[src/rtl/device_serial_tx.sv]
// device_serial_tx
//   Device-side end of the memory-mapped device handshake. A one-cycle
//   start pulse latches the 32-bit data word. The word is then sent as
//   BYTES_PER_WORD UART frames, LSB byte first, each frame being
//   start(0) + 8 data bits LSB first + stop(1). When the last stop bit
//   ends, finish pulses for one cycle.
//
// Ports
//   clock  : system clock, rising edge
//   reset  : synchronous, active-high
//   start  : transfer request, only accepted in IDLE
//   data   : word to send, sampled in the accepting cycle only
//   tx     : serial line, idles high (registered)
//   busy   : high while a word is in flight (registered)
//   finish : one-cycle pulse after the last stop bit (registered)
module device_serial_tx #(
    parameter int unsigned CLKS_PER_BIT   = 434,
    parameter int unsigned BYTES_PER_WORD = 4
) (
    input  logic        clock,
    input  logic        reset,
    input  logic        start,
    input  logic [31:0] data,
    output logic        tx,
    output logic        busy,
    output logic        finish
);

    localparam int unsigned BAUD_W = (CLKS_PER_BIT > 1) ? $clog2(CLKS_PER_BIT) : 1;
    localparam logic [BAUD_W-1:0] BAUD_LAST = BAUD_W'(CLKS_PER_BIT - 1);
    localparam logic [1:0]        LAST_BYTE = 2'(BYTES_PER_WORD - 1);

    typedef enum logic [2:0] {
        IDLE,
        START_BIT,
        DATA_BITS,
        STOP_BIT,
        DONE
    } state_t;

    state_t            state_q, state_d;
    logic [BAUD_W-1:0] baud_q, baud_d;
    logic [2:0]        bit_idx_q, bit_idx_d;
    logic [1:0]        byte_idx_q, byte_idx_d;
    logic [7:0]        shift_q, shift_d;
    logic [31:0]       word_q, word_d;
    logic              tx_q, tx_d;
    logic              busy_q, busy_d;
    logic              finish_q, finish_d;

    logic       baud_tick;
    logic [7:0] cur_byte;

    assign baud_tick = (baud_q == BAUD_LAST);
    assign cur_byte  = word_q[{byte_idx_q, 3'b000} +: 8];

    always_comb begin
        state_d    = state_q;
        baud_d     = baud_q;
        bit_idx_d  = bit_idx_q;
        byte_idx_d = byte_idx_q;
        shift_d    = shift_q;
        word_d     = word_q;

        // Outputs are registered copies of what the current state drives,
        // so the line changes one edge after the state does.
        tx_d     = 1'b1;
        busy_d   = 1'b0;
        finish_d = 1'b0;
        case (state_q)
            START_BIT: begin
                tx_d   = 1'b0;
                busy_d = 1'b1;
            end
            DATA_BITS: begin
                tx_d   = shift_q[0];
                busy_d = 1'b1;
            end
            STOP_BIT: begin
                busy_d = 1'b1;
            end
            DONE: begin
                finish_d = 1'b1;
            end
            default: ;
        endcase

        case (state_q)
            IDLE: begin
                if (start) begin
                    word_d     = data;
                    byte_idx_d = '0;
                    baud_d     = '0;
                    state_d    = START_BIT;
                end
            end
            START_BIT: begin
                if (baud_tick) begin
                    baud_d    = '0;
                    shift_d   = cur_byte;
                    bit_idx_d = '0;
                    state_d   = DATA_BITS;
                end else begin
                    baud_d = baud_q + 1'b1;
                end
            end
            DATA_BITS: begin
                if (baud_tick) begin
                    baud_d    = '0;
                    shift_d   = shift_q >> 1;
                    bit_idx_d = bit_idx_q + 3'd1;
                    if (bit_idx_q == 3'd7) begin
                        state_d = STOP_BIT;
                    end
                end else begin
                    baud_d = baud_q + 1'b1;
                end
            end
            STOP_BIT: begin
                if (baud_tick) begin
                    baud_d = '0;
                    if (byte_idx_q == LAST_BYTE) begin
                        state_d = DONE;
                    end else begin
                        // Next frame starts immediately, no idle gap.
                        byte_idx_d = byte_idx_q + 2'd1;
                        state_d    = START_BIT;
                    end
                end else begin
                    baud_d = baud_q + 1'b1;
                end
            end
            DONE: begin
                state_d = IDLE;
            end
            default: begin
                state_d = IDLE;
            end
        endcase
    end

    always_ff @(posedge clock) begin
        if (reset) begin
            state_q    <= IDLE;
            baud_q     <= '0;
            bit_idx_q  <= '0;
            byte_idx_q <= '0;
            shift_q    <= '0;
            word_q     <= '0;
            tx_q       <= 1'b1;
            busy_q     <= 1'b0;
            finish_q   <= 1'b0;
        end else begin
            state_q    <= state_d;
            baud_q     <= baud_d;
            bit_idx_q  <= bit_idx_d;
            byte_idx_q <= byte_idx_d;
            shift_q    <= shift_d;
            word_q     <= word_d;
            tx_q       <= tx_d;
            busy_q     <= busy_d;
            finish_q   <= finish_d;
        end
    end

    assign tx     = tx_q;
    assign busy   = busy_q;
    assign finish = finish_q;

endmodule

[config.mk]
export PLATFORM = sky130hd
export DESIGN_NAME = device_serial_tx
export DESIGN_NICKNAME = d
export VERILOG_FILES = /design/src/rtl/device_serial_tx.sv
export SDC_FILE = /design/constraint.sdc
export NUM_CORES = 1
export LEC_CHECK = 0
export CAP_MARGIN = 20
export CORE_ASPECT_RATIO = 1.2
export CORE_MARGIN = 2
export CORE_UTILIZATION = 40
export CTS_CLUSTER_SIZE = 12
export DETAILED_ROUTE_END_ITERATION = 16
export HOLD_SLACK_MARGIN = 0.1
export MAX_ROUTING_LAYER = met4
export SLEW_MARGIN = 5
export SYNTH_ARGS = -nofsm -noshare
export SYNTH_HDL_FRONTEND = slang
export SYNTH_SLANG_ARGS = --single-unit
[constraint.sdc]
create_clock -name clock -period 1.8 [get_ports clock]
set_input_delay 0.27 -clock clock [delete_from_list [all_inputs] [get_ports clock]]
set_output_delay 0.27 -clock clock [all_outputs]
set_load 0.005 [all_outputs]
# After elaboration in Yosys (flattened, before gate mapping)
# Index checks and enable logic that the tools add are counted.
# W data, S select, Z words.
[totals]
ff_bits = 60
latchBits = 0
ram_bits = 0
mem_bits_ro = 0
inputBits = 35
output_inout_bits = 3
n_memories = 0
[classes]
addsub = 3
multipliers = 0
div = 0
order_cmp = 0
eq_ne = 13
shifts = 1
muxes = 23
bitwise = 0
reduce_logical = 10
[ops]
columns = ["op", "count"]
rows = [
  ["$shiftx A32 B6 Y8", 1],
  ["$mux W3", 8],
  ["$mux W9", 2],
  ["$pmux W9 S2", 1],
  ["$mux W8", 2],
  ["$pmux W8 S2", 1],
  ["$ne A2 B2 Y1 const B", 6],
  ["$pmux W3 S4", 1],
  ["$add A9 B1 Y9 const B", 1],
  ["$eq A9 B9 Y1 const B", 1],
  ["$eq A3 B2 Y1 const B", 2],
  ["$eq A3 B3 Y1 const B", 2],
  ["$mux W2", 3],
  ["$pmux W3 S2", 1],
  ["$reduce_bool A2 Y1", 3],
  ["$reduce_and A5 Y1", 1],
  ["$pmux W2 S2", 1],
  ["$reduce_and A2 Y1", 2],
  ["$reduce_and A4 Y1", 1],
  ["$add A3 B1 Y3 const B", 1],
  ["$eq A3 B1 Y1 const B", 1],
  ["$logic_not A3 Y1", 1],
  ["$reduce_and A3 Y1", 1],
  ["$reduce_or A3 Y1", 1],
  ["other kinds (4)", 5],
]

# Longest topological paths before layout
# Gate-level depths: netlist of the first run.
[logic_depth]
ltp_word = 4
depth_mapped = 7

# Least setup slack after synthesis of the first run
# No wires, ideal clock.
[synth_timing]
path_type = "register to register"
from = "register baud_q[2]"
to = "register shift_q[0]"
arrival_time_ns = 1.598
required_time_ns = 1.712
slack_ns = 0.114
stages_incl_launch_ff = 6
n_path_buf = 1
period_less_slack_ns = 1.686
cell_sequence = "dfxtp_1 or4b_4 nor4_2 buf_4 nor2_1 a311oi_2"
[synth_via]
elab_chain_len = 3
elab_cells_between_ends = 4
[synth_lines]
columns = ["item", "line", "text"]
rows = [
  ["start, declared", "42", "logic [BAUD_W-1:0] baud_q, baud_d;"],
  ["start signal, assigned", "155", "baud_q <= baud_d;"],
  ["$eq A9 B9 Y1 (*)", "54", "assign baud_tick = (baud_q == BAUD_LAST);"],
  ["$ne A2 B2 Y1 (no line)", "n/a", ""],
  ["$reduce_and A3 Y1 (no line) (*)", "n/a", ""],
  ["end signal, assigned", "158", "shift_q <= shift_d;"],
  ["end, declared", "45", "logic [7:0] shift_q, shift_d;"],
]
# Mark *: on every way between the ends. The rest lies on a longest branch, timed or not.
# A chain may end at the register's enable or synchronous reset.

# Final worst setup path of the first run
[layout_timing]
from = "register baud_q[2]"
to = "register shift_q[6]"
# Same word-level chain as after synthesis.

==> impl_metrics.json, run 1 <==
{
  "status": "finished clean",
  "syn-cell-area_um2": 2650,
  "grt.total_usage_pct": 17.9,
  "portBuffers": 37,
  "wl_um": 5630,
  "timing.final.crit_period_ns": 1.74,
  "hpwl_um": 3970,
  "diodes": 0,
  "hold_violations": 0,
  "fp.dieH_um": 93.2,
  "synth.most_common_cell": "nand2_1",
  "clk-insertion-delay-late_ns": 0.34,
  "setup_viol": 0,
  "worst_setup_path_start_kind": "register",
  "cp_slowest_cell": "or4b_4",
  "ios": 38,
  "grt_overflow_total": 0,
  "grt_pass1_wl_um": 9940,
  "slowest_delay_ns": 0.56,
  "antenna_found_initial": 0,
  "cts_tree": "yes",
  "synth_flop_cell": "dfxtp_1",
  "cts_max_path_buffers": 2,
  "crit_type": "register to register",
  "cts_made_buffers": 9,
  "ys_types": 38,
  "yosys_warnings": 0,
  "tns_ns": 0,
  "synth_seq_cells": 60,
  "combinationalPowerShare_pct": 9.4,
  "ir_drop_uv": 732,
  "htree_levels": 3,
  "ant_nets": 0,
  "cp.required_ns": 2.05,
  "clockPowerShare_pct": 42.0,
  "ys_async_sr_fraction_pct": 0,
  "critPathTopFamily": "simple AND/OR/NAND/NOR gates",
  "place_area_um2": 3230,
  "maxSlewHeadroom_pct": 66.1,
  "finalMaxSlewViolations": 0,
  "intPower_mw": 2.19,
  "rsz0062_at_grt": "false",
  "syn_inst": 307,
  "drive_gt1_share_pct": 18.0,
  "seqPwrFrac_pct": 48.6,
  "seq_area_frac_synth_pct": 45.3,
  "wl_per_cell_um": 12.5,
  "die_w_um": 78.4,
  "clock_skew_ns": 0.00805,
  "start_util_pct": 41.4,
  "fmax_mhz": 576,
  "cellPowerDensity_nw_per_um2": 825,
  "place_ws_ns": -0.137,
  "synth_area_leaders": "dfxtp_1 45%, nand2_1 12%, a21oi_1 7.7%",
  "grt_pass1_vias": 2148,
  "drv_cap": 0,
  "clock-root-buffer": "clkbuf_8",
  "first_iter_violations": 75,
  "end_kind": "register",
  "cp_data_arrival_time_ns": 1.98,
  "synth_area_leader_cell": "dfxtp_1",
  "drc": 0,
  "crit_fanout": 10,
  "setup_ws_ns": 0.0647,
  "finalPower_mw": 2.88,
  "synthesis.nets": 347,
  "syn_to_final_growth_pct": 31.5,
  "fin_crit_sh_pct": 96.4,
  "dr.pass1.iters": 4,
  "row_count": 32,
  "clkSinkCount": 60,
  "fin_hold_ws_ns": 0.261,
  "ctsHoldBuffers": 0,
  "crit_buf_inv": 2,
  "leakage_nw": 1.22,
  "final_area_um2": 3490,
  "netSwitchingPower_mw": 0.685,
  "fin_nets": 401,
  "postSynthAreaPerCell_um2": 8.64,
  "gp_congestion": 0.836,
  "path_clk_slew_ns": 0.07,
  "fp.dieArea_um2": 7300,
  "vias": 2284,
  "min_path_type": "input pin to register",
  "grt_max_degree": 35,
  "synth-edff-count": 0,
  "vias_per_cell": 5.06,
  "core_um2": 6410,
  "swShare_pct": 23.8,
  "yosysTopAreaCellShare_pct": 45.3,
  "ys_top_cells_by_count": "82 x nand2_1, 60 x dfxtp_1, 41 x a21oi_1, 20 x nor2_1, 16 x clkbuf_1",
  "worst_pin_slew_ns": 0.508,
  "crit_chain": "or4b_4, nor4_4, buf_4, buf_12, nor2_1, a311oi_2"
}
==> cells in the final DEF (no fill, tap or decap), types with 8 or more instances in the layout <==
cell type and instances:
a21oi_1 41, buf_4 25, clkbuf_8 10, clkdlybuf4s50_1 36, dfxtp_1 58, mux4_2 8
nand2_1 82, nor2_1 20, xnor2_1 8
==> metrics by stage <==
stage,utilization (%),cells
2_1_floorplan,-,307
3_3_place_gp,50.4,430
3_5_place_dp,50.4,430
4_1_cts,54.1,447
5_1_grt,54.5,451
6_report,54.5,451
==> path summary, 6_finish.rpt <==
kind                                start          to  slack [ns]  cells past startpoint
worst min register to register  word_q[8]   word_q[8]        0.45                      2
worst max-delay path            baud_q[2]  shift_q[6]        0.06                      6
worst min-delay path                reset        busy        0.26                      2
worst max register to register  baud_q[2]  shift_q[6]        0.06                      6
==> timing repair <==
item | 4_1_cts | 5_1_grt
setup endpoints to repair | 1 | 8
resized for setup | 0 | 3
pin swaps | 1 | 5
cloned | 1 | 0
buffers inserted | 0 | 4
==> area by class of cell <==
| class | instances | area, um2 |
|---|---|---|
| flip-flops and latches | 60 | 1200 |
| well taps | 85 | 106 |
| clock buffers | 10 | 138 |
| multi-input cells | 220 | 1360 |
| clock inverters | 6 | 63.8 |
| inverters | 6 | 22.5 |
| fillers | 640 | 2920 |
| repair buffers | 64 | 598 |
==> logic make-up (layout without fill, tap and decap cells) <==
family	Yosys count	in the layout	synth area share (%)
multiplexers	8	8	6.79
XOR/XNOR	8	8	2.64
AO/OA/AOI/OAI	58	58	14.4
adder cells (fa/ha/maj)	5	5	2.36
flip-flops	60	60	45.3
buffers and inverters	27	86	4.20
AND/OR/NAND/NOR	141	141	24.4
==> power by group through the flow <==
stage	clock (mW)	combinational, mW	sequential [mW]
after detailed placement	0	0.273	1.43
after floorplan	0	0.138	1.43
after global routing	1.32	0.301	1.41
after global placement	0	0.269	1.43
final	1.21	0.270	1.40
after CTS	1.24	0.274	1.40
==> layer usage <==
layer  vias up  track usage (%)  share of wire, %
li1       1173                -                 -
met1      1057             22.5                48
met2        42             27.6                47
met3        12             3.47               3.1
met4         0             9.21               2.3
met5         -                -                 0
==> flip-flops by register name, summed over array words and instances (netlist names) <==
name and cells:
baud_q 9, bit_idx_q 3, busy 1, byte_idx_q 2
finish 1, shift_q 8, state_q 3, tx 1
word_q 32
No activity file was read; power rests on OpenSTA's default activity.
==> run 2, diff against run 1 <==
--- a/config.mk
+++ b/config.mk
@@ -13,6 +13,7 @@
 export DETAILED_ROUTE_END_ITERATION = 16
 export HOLD_SLACK_MARGIN = 0.1
 export MAX_ROUTING_LAYER = met4
+export SKIP_CTS_REPAIR_TIMING = 1
 export SLEW_MARGIN = 5
 export SYNTH_ARGS = -nofsm -noshare
 export SYNTH_HDL_FRONTEND = slang
==> run 2 against run 1 <==
  * Design area rose by 0.43%
  * Core utilization up 0.23 points
  * Worst hold slack barely moved
  * Critical path depth is the same
  * Largest cell class unchanged
==> impl_metrics.json, run 2 (synthesized netlist as in run 1, its figures left out) <==
{
  "min_path_type": "input pin to register",
  "fin_hold_ws_ns": 0.261,
  "max_flop_register": "word_q",
  "dr.pass1.iters": 4,
  "maxSlewHeadroom_pct": 64.5,
  "top_regs": "word_q (32), baud_q (9), shift_q (8)",
  "fill_cells": 640,
  "leakage_nw": 1.22,
  "fmax_mhz": 558,
  "hpwl_um": 3970,
  "final_common_cell": "nand2_1",
  "hold_violations": 0,
  "finalMaxSlewViolations": 0,
  "end_kind": "register",
  "grt_overflow_total": 0,
  "grt_pass1_wl_um": 9780,
  "fp.dieH_um": 93.2,
  "die_w_um": 78.4,
  "largest_reg_flops": 32,
  "antenna_found_initial": 0,
  "tns_ns": 0,
  "clk-insertion-delay-late_ns": 0.34,
  "clkSinkCount": 60,
  "cp.required_ns": 2.03,
  "ios": 38,
  "fin_nets": 399,
  "gp_congestion": 0.836,
  "diodes": 0,
  "vias": 2273,
  "cts_tree": "yes",
  "drive_gt1_share_pct": 18.7,
  "portBuffers": 37,
  "grt_max_degree": 35,
  "wl_um": 5680,
  "wl_per_cell_um": 12.6,
  "ant_nets": 0,
  "start_util_pct": 41.4,
  "cellPowerDensity_nw_per_um2": 822,
  "syn_to_final_growth_pct": 32.1,
  "grt.total_usage_pct": 17.6,
  "rsz0062_at_grt": "true",
  "worst_pin_slew_ns": 0.531,
  "setup_viol": 0,
  "status": "finished clean",
  "drv_cap": 0,
  "cts_made_buffers": 9,
  "htree_levels": 3,
  "first_iter_violations": 91,
  "fin_crit_sh_pct": 99.6,
  "core_um2": 6410,
  "worst_setup_path_start_kind": "register",
  "row_count": 32,
  "cts_max_path_buffers": 2,
  "ir_drop_uv": 728,
  "clock_skew_ns": 0.00773,
  "cp_data_arrival_time_ns": 2.02,
  "fp.dieArea_um2": 7300,
  "final_cell_mix": "82 x nand2_1, 57 x dfxtp_1, 41 x a21oi_1",
  "crit_fanout": 10,
  "crit_type": "register to register",
  "path_clk_slew_ns": 0.07,
  "clock-root-buffer": "clkbuf_8",
  "drc": 0,
  "grt_pass1_vias": 2130,
  "timing.final.crit_period_ns": 1.79,
  "vias_per_cell": 5.06
}
run 2: cell count changes in the layout (fill, tap and decap cells not counted):
cell,change
buf_4,-4
buf_6,+1
clkbuf_16,+1
dfxtp_1,-1
dfxtp_2,+1
nor2_1,-3
nor2_2,+3
run 2: worst max-delay path, cell delays in order (launching register included):
cell,delay (ns)
dfxtp_2,0.32
or4b_4,0.56
nor4_4,0.31
buf_6,0.17
clkbuf_16,0.16
nand2b_1,0.10
a21oi_1,0.05
run 2: routing by layer:
layer / up-vias / global-route usage (%) / share of wire (%)
met5: - / - / 0
met4: 0 / 9.21 / 2.3
met3: 12 / 3.47 / 3.1
met2: 40 / 27.2 / 48
met1: 1054 / 22.0 / 46
li1: 1167 / - / -
run 2: worst paths after layout:
check             startpoint      endpoint  slack (ns)  cells after the start
setup reg to reg   baud_q[2]  bit_idx_q[2]       0.008                      6
hold / removal         reset          busy        0.26                      2
setup / recovery   baud_q[2]  bit_idx_q[2]       0.008                      6
hold reg to reg   word_q[10]    word_q[10]        0.45                      2
run 2: layout make-up:
class / count / area (um2) / share of cell area [%]
inverter: 6 / 22.5 / 0.642
clock buffer: 10 / 138 / 3.93
clock inverter: 6 / 63.8 / 1.82
tap: 85 / 106 / 3.03
sequential: 60 / 1200 / 34.4
multi-input combinational: 220 / 1370 / 39.0
timing repair buffer: 62 / 604 / 17.2
run 2: per-stage QoR:
| step | util (%) | worst slack [ns] | power [mW] | std cells | area, um2 |
|---|---|---|---|---|---|
| global placement | 50.4 | -0.121 | 1.70 | 430 | 3230 |
| detailed placement | 50.4 | -0.137 | 1.70 | 430 | 3230 |
| CTS | 53.6 | -0.00635 | 2.91 | 446 | 3430 |
| floorplan | - | 0.114 | 1.56 | 307 | 2650 |
| finish | 54.7 | 0.00751 | 2.88 | 449 | 3510 |
| global route | 54.7 | -0.0389 | 3.02 | 449 | 3510 |
run 2: where the power goes:
| group | leakage [nW] | total [mW] | internal, mW | switching [mW] |
|---|---|---|---|---|
| registers | 0.491 | 1.40 | 1.38 | 0.0234 |
| clock network | 0.0983 | 1.21 | 0.673 | 0.538 |
| logic | 0.632 | 0.270 | 0.143 | 0.126 |
==> run 3, diff against run 2 <==
--- a/config.mk
+++ b/config.mk
@@ -5,6 +5,7 @@
 export SDC_FILE = /design/constraint.sdc
 export NUM_CORES = 1
 export LEC_CHECK = 0
+export ABC_AREA = 1
 export CAP_MARGIN = 20
 export CORE_ASPECT_RATIO = 1.2
 export CORE_MARGIN = 2
==> run 3 against run 2 <==
  * Die area up 4.7%
  * Clock power up 12%
  * Core utilization down 3.5 points
  * Wire length up 9.3%
  * Design area down 1.0%
  * Critical endpoint is now shift_q[2]
  * Total power up 15%
  * Worst setup slack better by 0.26 ns
==> impl_metrics.json, run 3 <==
{
  "grt_overflow_total": 0,
  "fp.dieH_um": 95.4,
  "maxSlewHeadroom_pct": 73.8,
  "crit_chain": "inv_1, ha_1, nand2_1, nor2_1, nand2_1, nor2_4, buf_12, nand2_1, a21oi_1, nor2_1",
  "cp_data_arrival_time_ns": 1.75,
  "drive_gt1_share_pct": 8.06,
  "syn-cell-area_um2": 2790,
  "leakage_nw": 1.38,
  "die_w_um": 80.2,
  "hold_violations": 0,
  "synth_area_leaders": "dfxtp_1 43%, a21oi_1 12%, o21ai_0 11%",
  "cp_slowest_cell": "dfxtp_1",
  "status": "finished clean",
  "ys_types": 25,
  "gp_congestion": 0.836,
  "synthesis.nets": 433,
  "worst_pin_slew_ns": 0.390,
  "ios": 38,
  "finalMaxSlewViolations": 0,
  "fp.dieArea_um2": 7650,
  "wl_um": 6210,
  "max_flop_register": "word_q",
  "ant_nets": 0,
  "crit_type": "register to register",
  "fin_util_pct": 51.3,
  "core_um2": 6770,
  "largest_reg_flops": 32,
  "start_util_pct": 41.1,
  "rsz0062_at_grt": "false",
  "syn_inst": 393,
  "postSynthAreaPerCell_um2": 7.09,
  "final_cell_mix": "67 x nand2_1, 67 x a21oi_1, 60 x o21ai_0, 60 x dfxtp_1, 51 x inv_1",
  "seq_area_frac_synth_pct": 43.1,
  "hpwl_um": 4350,
  "synth_seq_cells": 60,
  "fin_crit_sh_pct": 85.1,
  "htree_levels": 3,
  "crit_end": "shift_q[2]",
  "grt_pass1_wl_um": 10600,
  "path_clk_slew_ns": 0.07,
  "instances_no_fill": 521,
  "tns_ns": 0,
  "cts_made_buffers": 9,
  "synth_area_leader_cell": "dfxtp_1",
  "synth-edff-count": 0,
  "fin_nets": 469,
  "grt.total_usage_pct": 18.4,
  "finalPower_mw": 3.31,
  "yosysTopAreaCellShare_pct": 43.1,
  "setup_viol": 0,
  "drv_cap": 0,
  "wl_met3_um": 218,
  "top_regs": "word_q (32), baud_q (9), shift_q (8)",
  "fmax_mhz": 653,
  "holdPathStages": 2,
  "r2r_end": "shift_q[2]",
  "r2r_start": "baud_q[1]",
  "dr.pass1.iters": 4,
  "clock-root-buffer": "clkbuf_8",
  "r2r_setup_slack_ns": 0.27,
  "grt_max_degree": 65,
  "clkSinkCount": 60,
  "crit_top_cell": "nand2_1",
  "cellPowerDensity_nw_per_um2": 955,
  "cts_max_path_buffers": 2,
  "synth_flop_cell": "dfxtp_1",
  "reg2regPathDepth": 10,
  "dr_wl_met2_um": 2930,
  "end_kind": "register",
  "grt_pass1_vias": 2394,
  "ir_drop_uv": 638,
  "dp.cells": 505,
  "slowest_delay_ns": 0.33,
  "crit_fanout": 20,
  "clock_skew_ns": 0.00690,
  "antenna_found_initial": 0,
  "clk-insertion-delay-late_ns": 0.33,
  "ys_top_cells_by_count": "67 x a21oi_1, 67 x nand2_1, 60 x dfxtp_1, 60 x o21ai_0, 51 x inv_1",
  "met1_length_um": 2930,
  "highest_layer": "met4",
  "ys_async_sr_fraction_pct": 0,
  "wl_per_cell_um": 11.9,
  "drc": 0,
  "first_iter_violations": 127,
  "vias": 2537,
  "portBuffers": 37,
  "crit_start": "baud_q[1]",
  "timing.final.crit_period_ns": 1.53,
  "row_count": 33,
  "syn_to_final_growth_pct": 24.6,
  "yosys_warnings": 0,
  "cts_tree": "yes",
  "min_path_type": "register to register",
  "diodes": 0,
  "cp.required_ns": 2.02,
  "vias_per_cell": 4.87,
  "worst_setup_path_start_kind": "register"
}
==> run 3: cell count changes in the layout (fill, tap and decap cells not counted), moves of 8 or more <==
cell     delta
mux4_2      -8
a21oi_1    +26
inv_1      +46
nand2_1    -15
xnor2_1     -8
o21ai_0    +59
buf_4      -15
==> run 3: layout make-up <==
type,instances,area [um2]
inverter,54,203
timing repair buffer,46,475
clock inverter,4,72.6
sequential,60,1200
fill,694,3300
multi-input combinational,258,1260
tap,87,109
clock buffer,12,145
==> run 3: logic make-up (layout without fill, tap and decap cells) <==
| group | after synthesis | count (layout) | share of synthesized area [%] |
|---|---|---|---|
| buffers and inverters | 75 | 116 | 11.6 |
| flip-flops | 60 | 60 | 43.1 |
| adder cells (fa/ha/maj) | 5 | 5 | 2.25 |
| AO/OA/AOI/OAI | 130 | 130 | 23.4 |
| AND/OR/NAND/NOR | 123 | 123 | 19.6 |
==> run 3: how the worst min path moves through the flow <==
stage	startpoint	end	slack (ns)
6_report	word_q[4]	word_q[4]	0.44
5_1_grt	word_q[6]	word_q[6]	0.46
4_1_cts	word_q[4]	word_q[4]	0.44
2_1_floorplan	word_q[0]	word_q[0]	0.42
3_3_place_gp	word_q[1]	word_q[1]	0.43
3_5_place_dp	word_q[4]	word_q[4]	0.43
==> run 3: metrics by stage <==
step	hold slack, ns	setup WS, ns	instance area [um2]
6_report	0.442	0.269	3470
5_1_grt	0.456	0.0729	3470
4_1_cts	0.444	0.253	3470
3_5_place_dp	0.434	0.265	3250
3_3_place_gp	0.431	0.275	3250
2_1_floorplan	0.420	0.451	2790
==> run 3: power breakdown <==
group          total, mW  internal, mW  switching [mW]
sequential          1.46          1.42          0.0385
clock               1.35         0.817           0.532
combinational      0.509         0.216           0.293
total               3.31          2.45           0.864
==> run 3: worst max-delay path: cells and delay by family (launching register included) <==
family / cells / cell delay, ns
simple gates: 6 / 0.60
buf+inv: 2 / 0.22
compound gates: 1 / 0.12
flops: 1 / 0.33
fa+ha+maj: 1 / 0.13
==> run 3: per-layer routing <==
metal	global-route usage (%)	up-vias
met5	-	-
met4	8.90	0
met3	2.56	11
met2	29.9	45
met1	22.5	1127
li1	-	1354
